<file path="src/rtl/inst_fetch_unit.sv">
// Instruction fetch FSM: REQ -> WAIT -> VALID, with 3-cycle issue and 1-cycle memory read latency.
// Backpressure: IR and decoded fields hold in VALID until ir_ready; a halt opcode parks the FSM until start.
module inst_fetch_unit #(
    parameter int         PC_W    = 5,
    parameter int         IR_W    = 32,
    parameter logic [4:0] HALT_OP = 5'd31
) (
    input  logic            clk,
    input  logic            sys_rst,
    input  logic            start,
    output logic            imem_rd,
    output logic [PC_W-1:0] imem_addr,
    input  logic [IR_W-1:0] imem_rdata,
    output logic            ir_valid,
    input  logic            ir_ready,
    output logic [IR_W-1:0] IR,
    output logic [4:0]      oper_type,
    output logic [4:0]      rdst,
    output logic [4:0]      rsrc1,
    output logic            imm_mode,
    output logic [4:0]      rsrc2,
    output logic [15:0]     isrc,
    input  logic            jmp_en,
    input  logic [PC_W-1:0] jmp_addr,
    output logic            halted,
    output logic [15:0]     instr_count
);

    typedef enum logic [2:0] {
        S_IDLE,
        S_REQ,
        S_WAIT,
        S_VALID,
        S_HALTED
    } state_t;

    state_t          state;
    logic [PC_W-1:0] pc;

    assign imem_addr = pc;
    assign oper_type = IR[31:27];
    assign rdst      = IR[26:22];
    assign rsrc1     = IR[21:17];
    assign imm_mode  = IR[16];
    assign rsrc2     = IR[15:11];
    assign isrc      = IR[15:0];

    always_ff @(posedge clk) begin
        if (sys_rst) begin
            state       <= S_IDLE;
            pc          <= '0;
            IR          <= '0;
            instr_count <= '0;
            ir_valid    <= 1'b0;
            imem_rd     <= 1'b0;
            halted      <= 1'b0;
        end else begin
            case (state)
                S_IDLE: begin
                    if (start) begin
                        state   <= S_REQ;
                        imem_rd <= 1'b1;
                    end
                end
                S_REQ: begin
                    state   <= S_WAIT;
                    imem_rd <= 1'b0;
                end
                S_WAIT: begin
                    IR       <= imem_rdata;
                    state    <= S_VALID;
                    ir_valid <= 1'b1;
                end
                S_VALID: begin
                    if (ir_ready) begin
                        ir_valid <= 1'b0;
                        if (instr_count != 16'hFFFF) begin
                            instr_count <= instr_count + 16'd1;
                        end
                        // A halt opcode wins over any redirect presented with it.
                        if (oper_type == HALT_OP) begin
                            state  <= S_HALTED;
                            halted <= 1'b1;
                        end else begin
                            state   <= S_REQ;
                            imem_rd <= 1'b1;
                            pc      <= jmp_en ? jmp_addr : pc + PC_W'(1);
                        end
                    end
                end
                S_HALTED: begin
                    if (start) begin
                        state   <= S_REQ;
                        imem_rd <= 1'b1;
                        halted  <= 1'b0;
                        pc      <= '0;
                    end
                end
                default: begin
                    state <= S_IDLE;
                end
            endcase
        end
    end

endmodule

</file>
<file path="config.mk">
export PLATFORM = sky130hd
export DESIGN_NAME = inst_fetch_unit
export DESIGN_NICKNAME = d
export VERILOG_FILES = /design/src/rtl/inst_fetch_unit.sv
export SDC_FILE = /design/constraint.sdc
export NUM_CORES = 1
export LEC_CHECK = 0
export ABC_AREA = 1
export CAP_MARGIN = 15
export CORE_MARGIN = 2
export CORE_UTILIZATION = 42
export DETAILED_ROUTE_END_ITERATION = 10
export GPL_TIMING_DRIVEN = 1
export HOLD_SLACK_MARGIN = 0.1
export PLACE_DENSITY = 0.88
export SLEW_MARGIN = 15
export SYNTH_ARGS = -nofsm -noshare
export SYNTH_HDL_FRONTEND = slang
export SYNTH_SLANG_ARGS = --single-unit
</file>
<file path="constraint.sdc">
create_clock -name clk -period 1.6 [get_ports clk]
set_input_delay 0.16 -clock clk [delete_from_list [all_inputs] [get_ports clk]]
set_output_delay 0.16 -clock clk [all_outputs]
set_load 0.05 [all_outputs]
</file>
# Word-level counts from Yosys, hierarchy flattened
# Index checks and enable logic that the tools add are counted.
# classes
n_mux	19
reduce_logical	11
addsub	2
eq_ne	11
# ops
op	count
$mux 5	4
$add 16x1->16 const B	1
$ne 16x16->1 const B	1
$pmux 3 s4	1
$reduce_and 4->1	3
$pmux 5 s2	1
$mux 3	3
$ne 2x2->1 const B	4
$mux 1	7
$eq 3x2->1 const B	2
$add 5x1->5 const B	1
$eq 5x5->1 const B	1
$pmux 1 s2	2
$reduce_and 2->1	2
$reduce_bool 2->1	2
$eq 3x1->1 const B	1
$eq 3x3->1 const B	1
$logic_not 3->1	1
$pmux 1 s3	1
$reduce_and 3->1	1
$reduce_bool 3->1	1
$ne 2x1->1 const B	1
$reduce_or 2->1	1
# totals
ff_bits	59
out_inout_bits	93
word_cells	50

# Depth between registers and ports, before layout
# Gate-level depths: netlist of run 1.
# depth
depth_word	5
mapped_depth	10

# Worst setup path before layout of run 1
# OpenSTA, ideal clock, no wires.
# synth_timing
kind	reg2reg
startpoint	reg instr_count[1]
endpoint	reg instr_count[2]
required_ps	1530
stages_incl_launch_ff	11
setup_time_ps	70
period_less_slack_ps	1897
t_arrival_ps	1827
setup_slack_ps	-297
cell_sequence	dfxtp_1 -> ha_1 -> nand2_1 -> nor2_4 -> nand2_4 -> nor2_8 -> nand2_4 -> nand2_4 -> buf_12 -> nand2_1 -> a21oi_2
# synth_via
elab_chain_cells	2
word_cells_on_any_way	3
# synth_rtl
item	line	source
start: declaration	26	output logic [15:0] instr_count
start signal: assignment	78	instr_count <= instr_count + 16'd1;
parallel branches: the longest is 2 deep, another holds $add 16x1->16	n/a	
# Several ways; the timed one is not identified.
# A chain may end at the register's enable or synchronous reset.

# Worst setup path in the final report of run 1
# layout_timing
startpoint	reg instr_count[0]
endpoint	reg instr_count[5]
# The elaborated chain is that of the path after synthesis.

==> impl_metrics.tcl, run 1 <==
set metrics [dict create \
    status "completed" \
    postRouteAntennaNets 0 \
    hold_viol 0 \
    crit_type "flop to flop" \
    cts_buffers 9 \
    antenna_found_initial 0 \
    clock_path_buffers 2 \
    layout.area.seq_mm2 0.00120 \
    post_synth.cell_area_avg_um2 7.13 \
    dp_hpwl_um 5920 \
    via_per_inst 4.77 \
    tritoncts "yes" \
    finalSetupViolCount 0 \
    fin_crit_sh 0.937 \
    fmax_mhz 667 \
    ctsRootBufferMaster "clkbuf_8" \
    area_growth_pct 39.0 \
    slowest_stage "dfxtp_4" \
    timing.critical_path.from "instr_count[0]$_SDFFE_PP0P_" \
    startpoint_type "flop" \
    r2r-start "instr_count[0]$_SDFFE_PP0P_" \
    synthesis.area_mm2 0.00308 \
    fin_skew_ns 0.00753 \
    clk_latency_ns 0.32 \
    n_antenna_cell 0 \
    crit_arrival_ns 1.75 \
    fillCellCount 641 \
    die_w_um 89.6 \
    most-common-layout-cells "buf_4 (101), nand2_1 (78), inv_1 (58)" \
    slew-limit-headroom 0.805 \
    grt_max_degree 65 \
    globalplace.congestion 0.833 \
    critPathMaxFanout 15 \
    ys_seq_area_frac 0.384 \
    synthDistinctLibCells 28 \
    crit_required_ns 1.85 \
    clock_sinks 59 \
    core_area_mm2 0.00718 \
    p_per_area_mw_per_mm2 1470 \
    setup.worst_path.end_class "flop" \
    start_util 0.429 \
    hold_path_class "flop to flop" \
    leakage_uw 0.00186 \
    syn_inst 432 \
    overflow 0 \
    crit_chain "ha_1 -> nand2_1 -> nor2_4 -> nand2_4 -> nor2_8 -> nand2_8 -> nand2_4 -> nand2_1 -> a21oi_2" \
    placementRows 31 \
    ios 135 \
    max_slew.worst_pin.slew_ns 0.291 \
    rsz0062_at_grt "false" \
    ys.warnings.count 0 \
    ys_ff_latch 59 \
    wire_per_inst_um 12.6 \
    worst_slack_ns 0.101 \
    pre_cts_slack_ns 0.0566 \
    ctsResizeCount 0 \
    fin_setup_tns_ns 0 \
    drtIter0Drc 100 \
    drtPass1Iterations 4 \
    slowest_delay_ns 0.36 \
    min-delay-start "IR[17]$_SDFFE_PP0P_" \
    dieArea_mm2 0.00803 \
    vias 3043 \
    nets 578 \
    synth_nets 476 \
    dieHeight_um 89.6 \
    io_buffers 134 \
    min_period_ns 1.50 \
    clkTransAtPathRegs_ns 0.07 \
    drc_errors 0 \
    slew_violations 0 \
    ctsHoldBuffers 0 \
    vdd_drop_max_mv 0.548 \
    grt_pass1_wl_um 11800 \
    drt-total-wl_um 8030 \
    cap_violations 0 \
    grt_usage 0.190 \
    cts_setup_buffers 0 \
    layout-drive-gt1-share 0.289 \
    cts.htree.levels 3 \
    grt_pass1_vias 2649 \
    final_common_cell "buf_4" \
    multi_input_area_mm2 0.00133 \
]
per-layer routing:
| layer | GRT usage | vias up | routed length [um] |
|---|---|---|---|
| li1 | - | 1546 | - |
| met1 | 0.207 | 1370 | 3130 |
| met2 | 0.345 | 117 | 4150 |
| met3 | 0.0594 | 10 | 656 |
| met4 | 0.0665 | 0 | 97 |
| met5 | 0 | - | 0 |
cells by family after synthesis:
| logic type | Yosys count | share of synthesized area |
|---|---|---|
| and+or+nand+nor | 153 | 0.228 |
| buffers and inverters | 116 | 0.195 |
| AOI/OAI and AO/OA | 97 | 0.171 |
| DFF | 59 | 0.384 |
| xor gates and xnor gates | 5 | 0.0142 |
| adders and majority gates | 2 | 0.00813 |
synth_stat cells:
| cell | n | share of area |
|---|---|---|
| nand2_1 | 78 | 0.095 |
| dfxtp_1 | 59 | 0.38 |
| inv_1 | 58 | 0.071 |
| a21oi_1 | 42 | 0.068 |
| o21ai_0 | 40 | 0.065 |
| buf_4 | 37 | 0.090 |
| nor2_1 | 33 | 0.040 |
| nand3_1 | 24 | 0.039 |
| clkbuf_1 | 12 | 0.015 |
| a21oi_2 | 10 | 0.028 |
| nand4_1 | 6 | 0.012 |
| inv_2 | 4 | 0.0049 |
| nand2_2 | 3 | 0.0061 |
| nand2_4 | 3 | 0.011 |
| xnor2_1 | 3 | 0.0085 |
| a31oi_1 | 2 | 0.0041 |
| buf_2 | 2 | 0.0033 |
| ha_1 | 2 | 0.0081 |
| nand3b_1 | 2 | 0.0049 |
| nor2_4 | 2 | 0.0073 |
| o21ai_1 | 2 | 0.0033 |
| xor2_1 | 2 | 0.0057 |
| buf_12 | 1 | 0.0065 |
| buf_6 | 1 | 0.0037 |
| clkinv_1 | 1 | 0.0012 |
| nor2_8 | 1 | 0.0065 |
| nor3_4 | 1 | 0.0053 |
| o211ai_1 | 1 | 0.0024 |
sequential cells by signal, indices dropped and copies added, names as in the netlist:
signal,count
state,3
imem_addr,5
halted,1
IR,32
instr_count,16
imem_rd,1
ir_valid,1
area by class of cell:
| cell class | instances | share of cell area |
|---|---|---|
| inverter | 63 | 0.0564 |
| clock inverter | 5 | 0.0120 |
| tap | 99 | 0.0289 |
| multi-input combinational | 258 | 0.311 |
| sequential | 59 | 0.281 |
| clock buffer | 11 | 0.0330 |
| timing repair buffer | 143 | 0.278 |
report_power, final:
group          switching (uW)  internal (uW)  total [uW]
combinational            2170            865        3040
clock                     581            755        1340
sequential                200           1720        1920
worst paths after layout:
kind                            endpoint  slack [ns]  cells after the start
max          instr_count[5]$_SDFFE_PP0P_        0.10                      9
min                  IR[17]$_SDFFE_PP0P_        0.46                      2
max reg2reg  instr_count[5]$_SDFFE_PP0P_        0.10                      9
min reg2reg          IR[17]$_SDFFE_PP0P_        0.46                      2
per-stage QoR:
step	hold slack, ns	std cells	cell area, um^2	utilization	power (uW)
floorplan	0.339	432	3100	-	4330
global placement	0.445	621	4050	0.565	4940
detailed placement	0.448	621	4050	0.565	4990
CTS	0.441	637	4250	0.592	6340
global route	0.431	638	4280	0.597	6610
finish	0.458	638	4280	0.597	6290
critical path, delay by kind of cell (launching register included):
family	cells	cell delay (ns)
and+or+nand+nor	7	0.76
DFF	1	0.36
adders and majority gates	1	0.19
AOI/OAI and AO/OA	1	0.10
Note: power is estimated with default switching activity, not from simulation.
==> run 2, diff against run 1 <==
--- a/config.mk
+++ b/config.mk
@@ -13,6 +13,7 @@
 export GPL_TIMING_DRIVEN = 1
 export HOLD_SLACK_MARGIN = 0.1
 export PLACE_DENSITY = 0.88
+export SKIP_CTS_REPAIR_TIMING = 1
 export SLEW_MARGIN = 15
 export SYNTH_ARGS = -nofsm -noshare
 export SYNTH_HDL_FRONTEND = slang
==> results of run 2 <==
The final DEF is identical to that of run 1; final timing and power are the same.
==> run 3, diff against run 2 <==
--- a/config.mk
+++ b/config.mk
@@ -8,11 +8,11 @@
 export ABC_AREA = 1
 export CAP_MARGIN = 15
 export CORE_MARGIN = 2
-export CORE_UTILIZATION = 42
+export CORE_UTILIZATION = 29
 export DETAILED_ROUTE_END_ITERATION = 10
 export GPL_TIMING_DRIVEN = 1
 export HOLD_SLACK_MARGIN = 0.1
-export PLACE_DENSITY = 0.88
+export PLACE_DENSITY = 0.67
 export SKIP_CTS_REPAIR_TIMING = 1
 export SLEW_MARGIN = 15
 export SYNTH_ARGS = -nofsm -noshare
==> constraint.sdc (replaced) <==
create_clock -name clk -period 1.6 [get_ports clk]
set_input_delay 0.32 -clock clk [delete_from_list [all_inputs] [get_ports clk]]
set_output_delay 0.32 -clock clk [all_outputs]
set_load 0.05 [all_outputs]
==> run 3 against run 2 <==
Against the previous run:
- global-route usage fell by 3.5 points
- flip-flop and latch count did not move
- fmax fell by 2.2%
- cell area rose by 17%
- critical endpoint is now instr_count[7]$_SDFFE_PP0P_
==> impl_metrics.tcl, run 3 (synthesized netlist as in run 1, its figures left out) <==
set metrics [dict create \
    clkTransAtPathRegs_ns 0.07 \
    dp_hpwl_um 6710 \
    slew-limit-headroom 0.756 \
    finalSetupViolCount 0 \
    cp_top_family "simple AND/OR/NAND/NOR gates" \
    postRouteAntennaNets 0 \
    overflow 0 \
    place_inst 676 \
    clock_sinks 59 \
    placementRows 37 \
    dieArea_mm2 0.0115 \
    slowest_delay_ns 0.37 \
    clock_path_buffers 2 \
    n_antenna_cell 0 \
    grt_pass1_vias 3027 \
    crit_required_ns 1.86 \
    drt-total-wl_um 8760 \
    drtIter0Drc 147 \
    grt_pass1_wl_um 14300 \
    layout.cells.non_filler 693 \
    cap_violations 0 \
    fmax_mhz 652 \
    largest-register "IR" \
    layout-drive-gt1-share 0.314 \
    fin_crit_sh 0.958 \
    max_slew.worst_pin.slew_ns 0.366 \
    nets 596 \
    io_buffers 134 \
    grt_max_degree 65 \
    die_w_um 107 \
    most-common-layout-cells "buf_4 (78), nand2_1 (77), inv_1 (58)" \
    start_util 0.298 \
    wire_per_inst_um 12.6 \
    critPathMaxFanout 15 \
    leakage_uw 0.00209 \
    grt_usage 0.155 \
    largest_reg_flops 32 \
    fin_skew_ns 0.00643 \
    min_period_ns 1.53 \
    cts_buffers 9 \
    p_per_area_mw_per_mm2 1390 \
    drtPass1Iterations 4 \
    fin_setup_tns_ns 0 \
    vdd_drop_max_mv 0.837 \
    tritoncts "yes" \
    status "completed" \
    hold_path_class "flop to flop" \
    startpoint_type "flop" \
    slowest_stage "dfxtp_4" \
    pre_cts_slack_ns -0.0428 \
    dieHeight_um 107 \
    cp_num_buf_inv 0 \
    crit_chain "ha_1 -> nand2_1 -> nor2_4 -> nand2_4 -> nor2_8 -> nand2_8 -> nand2_8 -> nand2_1 -> a21oi_2" \
    final_common_cell "buf_4" \
    cts.htree.levels 3 \
    ios 135 \
    area_growth_pct 63.2 \
    vias 3149 \
    via_per_inst 4.54 \
    crit_arrival_ns 1.79 \
    crit_type "flop to flop" \
    core_area_mm2 0.0103 \
    ctsRootBufferMaster "clkbuf_8" \
    slew_violations 0 \
    globalplace.congestion 0.810 \
    worst_slack_ns 0.0665 \
    drc_errors 0 \
    antenna_found_initial 0 \
    hold_viol 0 \
    clk_latency_ns 0.33 \
    setup.worst_path.end_class "flop" \
]
## run 3: layout make-up
| cell class | instances | area, um^2 |
|---|---|---|
| inverter | 63 | 241 |
| timing repair buffer | 161 | 1840 |
| fill | 952 | 5300 |
| tap | 136 | 170 |
| multi-input combinational | 258 | 1340 |
| sequential | 59 | 1200 |
| clock inverter | 3 | 40.0 |
| clock buffer | 13 | 191 |
## run 3: through the flow
stage / hold slack [ns] / power (uW) / instance area [um^2] / utilization
2_1_floorplan: 0.499 / 4330 / 3100 / -
3_3_place_gp: 0.446 / 5410 / 4750 / 0.460
3_5_place_dp: 0.457 / 5470 / 4750 / 0.460
4_1_cts: 0.468 / 7030 / 4980 / 0.482
5_1_grt: 0.486 / 7290 / 5020 / 0.487
6_report: 0.463 / 6960 / 5020 / 0.487
## run 3: power breakdown
part	internal, uW	switching [uW]	total, uW
Sequential	1720	271	1990
Combinational	1230	2200	3430
Clock	947	593	1540
## run 3: worst reg2reg max path, stage by stage (launching register included)
cell     delay [ns]
dfxtp_4        0.37
ha_1           0.17
nand2_1        0.09
nor2_4         0.15
nand2_4        0.10
nor2_8         0.12
nand2_8        0.13
nand2_8        0.13
nand2_1        0.07
a21oi_2        0.13
## run 3: per-layer routing
layer  part of all wire  GRT usage
met1               0.42      0.178
met4              0.012     0.0492
met5                  0          0
met2               0.49      0.268
met3              0.075     0.0523
## run 3: worst paths after layout
check / startpoint / to / slack [ns] / cells after the start
setup / recovery: instr_count[0]$_SDFFE_PP0P_ / instr_count[7]$_SDFFE_PP0P_ / 0.07 / 9
hold / removal: IR[0]$_SDFFE_PP0P_ / IR[0]$_SDFFE_PP0P_ / 0.46 / 2
setup reg to reg: instr_count[0]$_SDFFE_PP0P_ / instr_count[7]$_SDFFE_PP0P_ / 0.07 / 9
hold reg to reg: IR[0]$_SDFFE_PP0P_ / IR[0]$_SDFFE_PP0P_ / 0.46 / 2
